## config.mk

```make
export PLATFORM = sky130hd
export DESIGN_NAME = inst_sram_loader
export DESIGN_NICKNAME = d
export VERILOG_FILES = /design/src/rtl/inst_sram_loader.sv
export SDC_FILE = /design/constraint.sdc
export NUM_CORES = 1
export LEC_CHECK = 0
export ABC_CLOCK_PERIOD_IN_PS = 3000
export BUFFER_PORTS_ARGS = -buffer_cell sky130_fd_sc_hd__buf_4
export CAP_MARGIN = 10
export CORE_UTILIZATION = 49
export DETAILED_ROUTE_END_ITERATION = 8
export GPL_TIMING_DRIVEN = 0
export PLACE_DENSITY_LB_ADDON = 0.05
export SLEW_MARGIN = 10
export SYNTH_ARGS = -nofsm -noshare
export SYNTH_HDL_FRONTEND = slang
export SYNTH_SLANG_ARGS = --single-unit
```

## constraint.sdc

```tcl
create_clock -name clk -period 3 [get_ports clk]
set_clock_uncertainty 0.2 [all_clocks]
set_input_delay 0.45 -clock clk [delete_from_list [all_inputs] [get_ports clk]]
set_output_delay 0.45 -clock clk [all_outputs]
set_load 0.1 [all_outputs]
```

## src/rtl/inst_sram_loader.sv

```systemverilog
`timescale 1ns/1ps
// inst_sram_loader
// Boot-time program loader in front of mycpu_top's instruction-SRAM write port.
// It takes a valid/ready stream of instruction words and writes each one to the
// next inst SRAM word address, starting at BASE_ADDR. The core is held in reset
// during the load and is released BOOT_DELAY cycles after the final write.
//
// Ports:
//   clk, reset          system clock, synchronous active-high reset
//   load_start/prog_len load request and word count (sampled in IDLE only)
//   s_valid/s_ready/s_data  instruction word stream
//   inst_sram_wen/waddr/wdata  SRAM write port (write appears 1 cycle after accept)
//   inst_sram_en_toif   fetch enable to the core
//   cpu_reset           core reset, active-high
//   load_done/load_err  sticky status flags
//   word_cnt            words written in the current load
//
// state  | meaning
// IDLE   | waiting for load_start
// LOAD   | accepting stream words, one SRAM write per accepted word
// SETTLE | last word written, counting down to core release
// RUN    | core out of reset and fetching; only reset leaves
// ERR    | illegal prog_len requested; only reset leaves

module inst_sram_loader #(
    parameter int unsigned ADDR_W     = 64,
    parameter int unsigned DATA_W     = 32,
    parameter int unsigned BASE_ADDR  = 1,
    parameter int unsigned MAX_WORDS  = 1024,
    parameter int unsigned BOOT_DELAY = 2
) (
    input  logic              clk,
    input  logic              reset,
    input  logic              load_start,
    input  logic [15:0]       prog_len,
    input  logic              s_valid,
    output logic              s_ready,
    input  logic [DATA_W-1:0] s_data,
    output logic              inst_sram_wen,
    output logic [ADDR_W-1:0] inst_sram_waddr,
    output logic [DATA_W-1:0] inst_sram_wdata,
    output logic              inst_sram_en_toif,
    output logic              cpu_reset,
    output logic              load_done,
    output logic              load_err,
    output logic [15:0]       word_cnt
);

    typedef enum logic [2:0] {
        S_IDLE   = 3'd0,
        S_LOAD   = 3'd1,
        S_SETTLE = 3'd2,
        S_RUN    = 3'd3,
        S_ERR    = 3'd4
    } state_t;

    localparam logic [ADDR_W-1:0] BASE    = ADDR_W'(BASE_ADDR);
    localparam logic [16:0]       MAX_LEN = 17'(MAX_WORDS);
    localparam int                DLY_W   = (BOOT_DELAY > 1) ? $clog2(BOOT_DELAY) : 1;
    // The first SETTLE cycle is the final write cycle itself, hence the -1.
    localparam logic [DLY_W-1:0]  DLY_INIT = DLY_W'(BOOT_DELAY - 1);

    state_t            state_q;
    logic [15:0]       prog_len_q;
    logic [15:0]       word_cnt_q;
    logic [DLY_W-1:0]  dly_q;
    logic              wen_q;
    logic [ADDR_W-1:0] waddr_q;
    logic [DATA_W-1:0] wdata_q;
    logic              cpu_reset_q;
    logic              en_toif_q;
    logic              done_q;
    logic              err_q;

    logic accept;
    logic last_word;
    logic len_ok;

    assign s_ready   = (state_q == S_LOAD);
    assign accept    = s_valid & s_ready;
    // word_cnt_q already counts every earlier accept, so this is the pre-increment index.
    assign last_word = ((word_cnt_q + 16'd1) == prog_len_q);
    assign len_ok    = (prog_len != 16'd0) && ({1'b0, prog_len} <= MAX_LEN);

    always_ff @(posedge clk) begin
        if (reset) begin
            state_q     <= S_IDLE;
            prog_len_q  <= '0;
            word_cnt_q  <= '0;
            dly_q       <= '0;
            wen_q       <= 1'b0;
            waddr_q     <= BASE;
            wdata_q     <= '0;
            cpu_reset_q <= 1'b1;
            en_toif_q   <= 1'b0;
            done_q      <= 1'b0;
            err_q       <= 1'b0;
        end else begin
            wen_q <= 1'b0;
            case (state_q)
                S_IDLE: begin
                    if (load_start) begin
                        if (len_ok) begin
                            prog_len_q <= prog_len;
                            word_cnt_q <= '0;
                            state_q    <= S_LOAD;
                        end else begin
                            err_q   <= 1'b1;
                            state_q <= S_ERR;
                        end
                    end
                end
                S_LOAD: begin
                    if (accept) begin
                        wen_q      <= 1'b1;
                        waddr_q    <= BASE + ADDR_W'(word_cnt_q);
                        wdata_q    <= s_data;
                        word_cnt_q <= word_cnt_q + 16'd1;
                        if (last_word) begin
                            dly_q   <= DLY_INIT;
                            state_q <= S_SETTLE;
                        end
                    end
                end
                S_SETTLE: begin
                    if (dly_q == '0) begin
                        cpu_reset_q <= 1'b0;
                        en_toif_q   <= 1'b1;
                        done_q      <= 1'b1;
                        state_q     <= S_RUN;
                    end else begin
                        dly_q <= dly_q - 1'b1;
                    end
                end
                S_RUN, S_ERR: ;
                default: state_q <= S_IDLE;
            endcase
        end
    end

    assign inst_sram_wen     = wen_q;
    assign inst_sram_waddr   = waddr_q;
    assign inst_sram_wdata   = wdata_q;
    assign inst_sram_en_toif = en_toif_q;
    assign cpu_reset         = cpu_reset_q;
    assign load_done         = done_q;
    assign load_err          = err_q;
    assign word_cnt          = word_cnt_q;

endmodule
```

**Word-level counts from Yosys, hierarchy flattened**

Index checks and enable logic that the tools add are counted.

- Word-level logic and storage cells: 58
- Bits in registers: 136
- Input port bits: 52
- Output and inout port bits: 118

- $add $sub $neg: 3
- Bitwise gates (word level): 5
- Reductions and logical operators: 14
- Muxes and demuxes: 15
- $lt $le $gt $ge: 1
- Equal/unequal tests: 10

Operator list:

| cell | number |
|---|---|
| $mux W16 | 3 |
| $pmux W16 S2 | 1 |
| $add A1 B16 Y17 const A | 1 |
| $add A16 B1 Y16 const B | 1 |
| $eq A16 B16 Y1 | 1 |
| $le A16 B11 Y1 const B | 1 |
| $reduce_bool A16 Y1 | 1 |
| $mux W3 | 5 |
| $pmux W3 S4 | 1 |
| $reduce_and A3 Y1 | 3 |
| $eq A3 B2 Y1 const B | 2 |
| $ne A2 B2 Y1 const B | 3 |
| $reduce_and A5 Y1 | 1 |
| $mux W1 | 4 |
| $ne A2 B1 Y1 const B | 2 |
| $not A1 Y1 | 4 |
| $reduce_and A2 Y1 | 2 |
| $reduce_and A4 Y1 | 1 |
| $reduce_bool A2 Y1 | 2 |
| $reduce_or A2 Y1 | 2 |
| $eq A3 B1 Y1 const B | 1 |
| $eq A3 B3 Y1 const B | 1 |
| $logic_not A3 Y1 | 1 |
| $pmux W1 S2 | 1 |
| other kinds (3) | 3 |

**Longest topological paths before layout**

Gate-level depths: netlist of the first run.

- Word-level depth: 5
- Gate-level depth with buffers: 9
- Gate-level depth less buffers: 8

**Worst setup path before layout of the first run**

Ideal clock, no wire load.

- Path type: flip-flop to flip-flop
- From: reg state_q[0]
- To: reg word_cnt_q[13], in the netlist word_cnt[13]
- Data required time: 2.672 ns
- Path buffers: 0
- Setup time: 0.128 ns
- Setup slack: -1.379 ns
- Arrival time: 4.051 ns
- Clock period less this slack: 4.379 ns
- Cell stages (with the launch flop): 7
- Path through: dfxtp_1 > nor3b_1 > nand2_1 > o21ai_1 > o21ai_0 > a21oi_1 > nor2_1

- Cells in the longest elaborated chain, start to end: 4
- Elaborated cells between the ends (all ways): 9
- Classes of those cells: 4 x eq/ne; 1 x mux; 1 x bitwise; 3 x reduce/logical

Ends and longest elaborated chain:

| element | RTL line | text |
|---|---|---|
| from (decl) | 63 | `state_t state_q;` |
| from (signal assigned) | 87 | `state_q <= S_IDLE;` |
| from (signal assigned) | 106 | `state_q <= S_LOAD;` |
| from (signal assigned) | 109 | `state_q <= S_ERR;` |
| $eq A3 B1 Y1 (*) | 79 | `assign s_ready = (state_q == S_LOAD);` |
| net s_ready | 37 | `output logic s_ready,` |
| $and A1 B1 Y1 | 80 | `assign accept = s_valid & s_ready;` |
| $ne A2 B1 Y1 (no source line) | n/a |  |
| $reduce_and A4 Y1 (no source line) | n/a |  |
| to (signal assigned) | 118 | `word_cnt_q <= word_cnt_q + 16'd1;` |
| to (decl) | 65 | `logic [15:0] word_cnt_q;` |

The timed path passes the listed nets; every way through them passes the cells marked *.
A chain may end at the register's enable or synchronous reset.

**Final worst setup path of the first run**

- From: reg word_cnt_q[0], in the netlist word_cnt[0]
- To: reg state_q[1]

- Cells in the longest elaborated chain, start to end: 4

Ends and longest elaborated chain:

| element | RTL line | text |
|---|---|---|
| $add A16 B1 Y16 | 82 | `assign last_word = ((word_cnt_q + 16'd1) == prog_len_q);` |
| $eq A16 B16 Y1 | 82 |  |
| $ne A2 B1 Y1 (no source line) | n/a |  |
| $reduce_and A5 Y1 (no source line) | n/a |  |

No other way between the ends.

==> run_results.csv, run 1 <==
group,metric,value,unit
finish,syn2layout_area_growth,34.1,%
global_routing,grt_max_degree,17,
power,comb_power_share,17.1,%
sta,final_hold_viol_count,0,
outcome,status,"finished, final reports clean",
clock_network,htree_num_levels,3,
worst_setup_path,r2r_slack,0.17,ns
worst_setup_path,r2r_end,"state_q[1]",
clock_network,cts_root_buffer,"clkbuf_8",
clock_network,tritoncts,"done",
sta,worst_pin_slew,0.750,ns
yosys,syn_area_per_cell,8.12,sq um
run,drv_cap,0,
finish,drive_above_1_share,30.3,%
drt,vias_per_cell,5.06,
finish,nNetsFinal,762,
sta,fmax,353,MHz
floorplanning,num_io_pins,170,
sta,relSlewSlack,49.7,%
power,clock_power_share,34.9,%
power,swShare,31.3,%
yosys,ys.flop_type,"dfxtp_1",
worst_hold_path,hold_class,"in -> reg",
power,power_switching,0.776,mW
worst_setup_path,cp-start-kind,"register",
worst_setup_path,crit_path_max_fanout,8,
yosys,synthCells,531,
floorplanning,floorplan.die_area,0.00918,sq mm
sta,min_period,2.83,ns
global_routing,grt.overflow.total,0,
floorplanning,die_y,95.8,microns
worst_hold_path,holdPathStages,3,
floorplanning,start_util,51.5,%
global_routing,antenna_found_initial,0,
sta,whs,0.126,ns
worst_setup_path,required,3.09,ns
yosys,ys_types,50,
drt,finalWirelength,11700,microns
finish,layout_commonest_cell,"buf_4",
worst_setup_path,critPathKind,"reg -> reg",
place,port-buffer-count,121,
finish,diodes,0,
worst_setup_path,r2r_cells,8,
finish,mostFrequentLayoutCells,"173 x buf_4, 82 x nand2_1, 77 x dfxtp_1",
global_routing,grt_pass1_wl,17500,microns
worst_setup_path,arrival,2.92,ns
clock_network,path_clk_slew,0.10,ns
drt,drtIter0Drc,192,
sta,finalSetupTns,0,ns
drt,vias,4143,
clock_network,cts_made_buffers,9,
floorplanning,rows,33,
clock_network,clk_latency,0.36,ns
drt,ant_nets,0,
drt,detail_route.wl_per_cell,14.2,microns
place,gp_congestion,0.900,
yosys,ys_async_sr_fraction,0,%
yosys,ys_warn_count,0,
clock_network,cts_sinks,89,
clock_network,clock_path_buffers,2,
yosys,syn_area,0.00431,sq mm
drt,drc_errors,0,
global_routing,grt.total_usage,25.2,%
power,power_frac_seq,48.0,%
sta,setup_viol,0,
power,p_per_area,428,mW/mm^2
sta,rsz0062_at_grt,"no",
power,leakage,2.41,nW
drt,drtPass1Iterations,4,
floorplanning,die_w,95.8,microns
place,dp_hpwl,9070,microns
floorplanning,core,0.00838,sq mm
worst_setup_path,r2r-start,"word_cnt[0]",
worst_hold_path,min_to,"inst_sram_wdata[22]",
yosys,yosysSeqAreaShare,41.3,%
worst_setup_path,critPathCaptureType,"register",
yosys,ys_ff_latch,89,
power,p_int,1.70,mW
sta,period_share,94.3,%
power,max-vdd-ir-drop,0.000234,V
worst_hold_path,hold_path.startpoint,"s_data[22]",
global_routing,first_global_vias,3545,
yosys,synth_edf_count,0,
sta,drv_slew,0,
==> worst max path at each step <==
stage,startpoint,end,slack (ns)
global placement,word_cnt[6],state_q[1],0.05
finish,word_cnt[0],state_q[1],0.17
detailed placement,prog_len[6],prog_len_q[8],0.09
global route,word_cnt[0],state_q[1],0.03
floorplan,word_cnt[12],state_q[1],0.004
CTS,word_cnt[6],state_q[1],0.05
==> synthesized netlist by cell type (10+ instances only) <==
master     n  area share, %
clkbuf_1  27            2.3
buf_4     51            8.9
a211oi_1  14            2.4
xor2_1    11            2.2
xnor2_1   13            2.6
nor2_1    54            4.7
o21ai_0   12            1.4
mux2i_1   11            2.6
nand3_1   10            1.2
nor3_1    11            1.3
a21oi_1   51            5.9
nand2_1   82            7.1
dfxtp_1   89             41
==> final cells by class <==
| class | instances | area [sq um] |
|---|---|---|
| plain buffers | 87 | 527 |
| clock buffers | 10 | 138 |
| clock inverters | 6 | 75.1 |
| fillers | 737 | 2600 |
| inverters | 7 | 26.3 |
| multi-input cells | 393 | 2170 |
| flip-flops and latches | 89 | 1800 |
| well taps | 105 | 131 |
| repair buffers | 122 | 916 |
==> per-layer routing <==
layer / GRT usage, % / part of all wire, %
met1: 34.9 / 46
met2: 40.5 / 47
met3: 3.32 / 6.3
met4: 7.96 / 1.1
met5: 0 / 0
==> worst max-delay path, stage by stage (launching register included) <==
cell       delay (ns)
dfxtp_2          0.44
ha_1             0.27
nand3_1          0.26
or3_1            0.38
nand3_1          0.09
o2111ai_1        0.13
or4_4            0.59
nor4_4           0.24
o21bai_1         0.16
==> flip-flops by register name (all words and copies together) (netlist names) <==
name,flops
load_done,1
inst_sram_wen,1
inst_sram_wdata,32
inst_sram_waddr,17
word_cnt,16
prog_len_q,16
cpu_reset,1
dly_q,1
load_err,1
state_q,3
==> power groups by stage <==
stage	Sequential (mW)	Clock (mW)	Combinational (mW)
floorplan	1.23	0	0.333
finish	1.19	0.864	0.424
CTS	1.19	0.874	0.422
global placement	1.22	0	0.419
detailed placement	1.22	0	0.421
global route	1.19	0.923	0.441
==> stage by stage <==
stage / util (%) / cells / area, sq um / total power [mW] / setup slack, ns
6_report: 69.0 / 819 / 5780 / 2.48 / 0.170
5_1_grt: 69.0 / 819 / 5780 / 2.55 / 0.0259
4_1_cts: 68.8 / 819 / 5760 / 2.48 / 0.0472
3_5_place_dp: 66.2 / 803 / 5550 / 1.64 / 0.0855
3_3_place_gp: 66.2 / 803 / 5550 / 1.63 / 0.0523
2_1_floorplan: - / 577 / 4510 / 1.57 / 0.00421
==> cells by family (layout without fill, tap and decap cells) <==
logic type | after synthesis | in the layout | share of synthesized area [%]
AO/OA/AOI/OAI | 102 | 102 | 14.4
XOR/XNOR | 26 | 26 | 5.92
adder cells (fa/ha/maj) | 1 | 1 | 0.290
buffers and inverters | 95 | 232 | 12.9
flip-flops | 89 | 89 | 41.3
multiplexers | 11 | 11 | 2.55
other | 1 | 47 | 0.0869
AND/OR/NAND/NOR | 206 | 206 | 22.5
==> repair_timing <==
action / CTS / global route
setup buffers: 0 / 1
endpoints found under the setup margin: 0 / 3
hold buffers: 0 / 0
gates resized for setup: 0 / 3
Power figures use the tool's default switching activity.
==> inputs of run 2 (changes only) <==
Settings changed: ABC_AREA set to 1, CORE_UTILIZATION 49 to 50, CTS_BUF_LIST set to sky130_fd_sc_hd__clkbuf_8.
==> run 2 against run 1 <==
  * Count of clock-buffer cells in the layout stayed put
  * Non-clock buffer count is 14 lower
  * Sequential power grew 16%
  * Fmax grew 17%
  * Via count is 2.8% higher
  * Flip-flop and latch count unchanged
  * Sequential share of layout area is 0.064 points higher
  * Critical endpoint is now state_q[0]
  * Largest power group is now combinational cells
  * Highest routed layer unchanged
  * Critical path type unchanged
  * Wire length fell by 2.2%
  * Worst setup slack better by 0.40 ns
  * Combinational power increased to 4.1 times the previous value
==> run_results.csv, run 2 <==
group,metric,value,unit
sta,fmax,412,MHz
clock_network,cts_made_buffers,9,
sta,setup_viol,0,
yosys,ys_async_sr_fraction,0,%
sta,drv_slew,0,
drt,vias,4261,
power,max-vdd-ir-drop,0.000515,V
yosys,synth.area.mux_share,0,%
power,comb_power_share,42.7,%
floorplanning,core,0.00826,sq mm
yosys,ys_top_cells_by_area,"dfxtp_1 42%, nand2_1 8.9%, buf_4 8.4%",
finish,diodes,0,
finish,layout_commonest_cell,"buf_4",
global_routing,antenna_found_initial,0,
finish,syn2layout_area_growth,33.6,%
drt,drc_errors,0,
finish,nNetsFinal,826,
drt,finalWirelength,11400,microns
worst_setup_path,critPathKind,"reg -> reg",
global_routing,grt_max_degree,16,
finish,drive_above_1_share,26.6,%
worst_hold_path,hold_class,"in -> reg",
clock_network,cts-resized-gates,0,
drt,drtPass1Iterations,5,
place,port-buffer-count,121,
power,leakage,2.76,nW
worst_setup_path,crit_path_max_fanout,8,
yosys,ys_warn_count,0,
place,placed_area,0.00549,sq mm
yosys,yosysSeqAreaShare,41.6,%
place,dp_hpwl,8650,microns
clock_network,htree_num_levels,3,
yosys,synth-simple-area-share,28.4,%
drt,vias_per_cell,4.83,
drt,drtIter0Drc,197,
global_routing,grt.total_usage,26.6,%
yosys,synth_compound_area_share,12.3,%
worst_setup_path,slowest_delay,0.52,ns
global_routing,grt_pass1_wl,18400,microns
yosys,syn_area,0.00428,sq mm
worst_setup_path,cp_cell_sequence,"ha_1 > nand2_1 > nor2_4 > nand2_1 > nand2_1 > nand2_1 > nand2_1 > nand2_1 > nor2_1 > nand3_1 > nor2_1 > nand2_1 > nand2_2 > nand3_1 > nand2_1 > nor2_1",
sta,period_share,80.9,%
place,gp_congestion,0.922,
worst_setup_path,r2r_cells,16,
floorplanning,rows,33,
yosys,synthAdderAreaFrac,0.292,%
worst_setup_path,required,3.07,ns
power,power_frac_seq,34.2,%
clock_network,cts_sinks,89,
clock_network,clk_latency,0.37,ns
global_routing,first_global_vias,4031,
worst_setup_path,cp-start-kind,"register",
sta,rsz0062_at_grt,"no",
clock_network,path_clk_slew,0.10,ns
finish,finalInstanceArea,0.00572,sq mm
drt,ant_nets,0,
yosys,ys.flop_type,"dfxtp_1",
yosys,ys_ff_latch,89,
finish,mostFrequentLayoutCells,"169 x buf_4, 101 x nand2_1, 89 x dfxtp_1",
clock_network,cts_setup_buffers,0,
yosys,synth_top_area_cell,"dfxtp_1",
floorplanning,floorplan.die_area,0.00894,sq mm
run,drv_cap,0,
worst_setup_path,crit_buf_inv,0,
worst_setup_path,crit_top_cell,"nand2_1",
sta,min_period,2.43,ns
outcome,status,"finished, final reports clean",
worst_setup_path,arrival,2.50,ns
yosys,synth_xor_area_share,2.28,%
power,clock_power_share,23.1,%
finish,largest_register_ffs,32,
sta,finalSetupTns,0,ns
sta,worst_pin_slew,0.639,ns
yosys,synth_most_common_cell,"nand2_1",
clock_network,cts_root_buffer,"clkbuf_8",
worst_setup_path,r2r-start,"word_cnt[0]",
power,swShare,47.2,%
yosys,synth_top_family_by_area,"simple AND/OR/NAND/NOR gates",
sta,relSlewSlack,57.4,%
sta,final_hold_viol_count,0,
power,p_int,2.14,mW
worst_hold_path,holdPathStages,3,
floorplanning,start_util,51.8,%
worst_setup_path,crit_slowest_cell,"dfxtp_1",
yosys,ys_types,34,
yosys,synth_edf_count,0,
worst_setup_path,critPathCapture,"state_q[0]",
floorplanning,die_w,94.5,microns
drt,detail_route.wl_per_cell,12.9,microns
clock_network,clock_path_buffers,2,
worst_setup_path,r2r_slack,0.57,ns
yosys,synthCells,595,
worst_setup_path,critical_path.startpoint,"word_cnt[0]",
clock_network,tritoncts,"done",
worst_setup_path,critPathCaptureType,"register",
floorplanning,die_y,94.5,microns
power,p_per_area,707,mW/mm^2
floorplanning,num_io_pins,170,
worst_setup_path,worst-path-stages,16,
yosys,synth_commonest_cells,"101 x nand2_1, 89 x dfxtp_1, 88 x nor2_1",
global_routing,grt.overflow.total,0,
worst_setup_path,r2r_end,"state_q[0]",
clock_network,hold_buffers,0,
power,power_switching,1.91,mW
yosys,yosysTopAreaCellShare,41.6,%
yosys,syn_area_per_cell,7.20,sq um
worst_setup_path,cpLargestDelayFamily,"simple AND/OR/NAND/NOR gates",
-- run 2: changes by cell type in the layout (fill, tap and decap cells not counted), sizes merged, moves of 7 or more --
cell / previous run / this run
mux2i: 11 / 0
inv: 9 / 49
nor3: 11 / 4
xnor2: 13 / 2
nor2: 54 / 96
nand2: 83 / 106
buf: 183 / 175
a211oi: 14 / 1
nand3: 10 / 50
xor2: 11 / 4
o21ai: 14 / 47
a311oi: 7 / 0
-- run 2: cell families after synthesis --
family / Yosys count
compound gates: 101
xor+xnor: 8
fa+ha+maj: 1
buf+inv: 122
flops: 89
other cells: 1
simple gates: 273
-- run 2: area by class of cell --
cell class	count	area [sq um]
fill	724	2540
multi-input combinational	430	2030
sequential	89	1780
timing repair buffer	121	908
buffer	74	463
inverter	48	180
clock buffer	10	138
tap	105	131
clock inverter	6	90.1
-- run 2: worst min-delay path by stage --
stage | start | endpoint | slack, ns
final | s_data[25] | inst_sram_wdata[25] | 0.10
after global routing | s_data[11] | inst_sram_wdata[11] | 0.1
after global placement | cpu_reset | cpu_reset | 0.24
after detailed placement | cpu_reset | cpu_reset | 0.24
after floorplan | prog_len_q[11] | prog_len_q[11] | 0.24
after CTS | s_data[28] | inst_sram_wdata[28] | 0.1
-- run 2: layer usage --
metal	wire (microns)	up-vias	GRT usage, %
met5	0	-	0
met4	259	0	11.1
met2	5500	174	45.4
met3	1000	23	7.09
met1	4650	1884	31.4
li1	-	2180	-
-- run 2: power groups by stage --
stage                     registers (mW)  logic [mW]  clock network, mW
after floorplan                     2.14       0.659                  0
after global placement              1.40        1.71                  0
after detailed placement            1.41        1.73                  0
after CTS                           1.38        1.73              0.947
after global routing                1.40        1.81               1.00
final                               1.38        1.73              0.936
-- run 2: per-stage QoR --
stage / hold slack [ns] / power, mW / utilization, % / setup WS (ns) / std cells
CTS: 0.0971 / 4.06 / 69.3 / 0.588 / 883
detailed placement: 0.240 / 3.13 / 66.5 / 0.539 / 867
floorplan: 0.236 / 2.80 / - / 0.158 / 641
global route: 0.0969 / 4.21 / 69.3 / 0.319 / 883
global placement: 0.236 / 3.11 / 66.5 / 0.583 / 867
finish: 0.101 / 4.05 / 69.3 / 0.574 / 883
-- run 2: worst min-delay path: cells and delay by family --
family	cells	cell delay (ns)
buffers and inverters	1	0.08
and+or+nand+nor	2	0.11
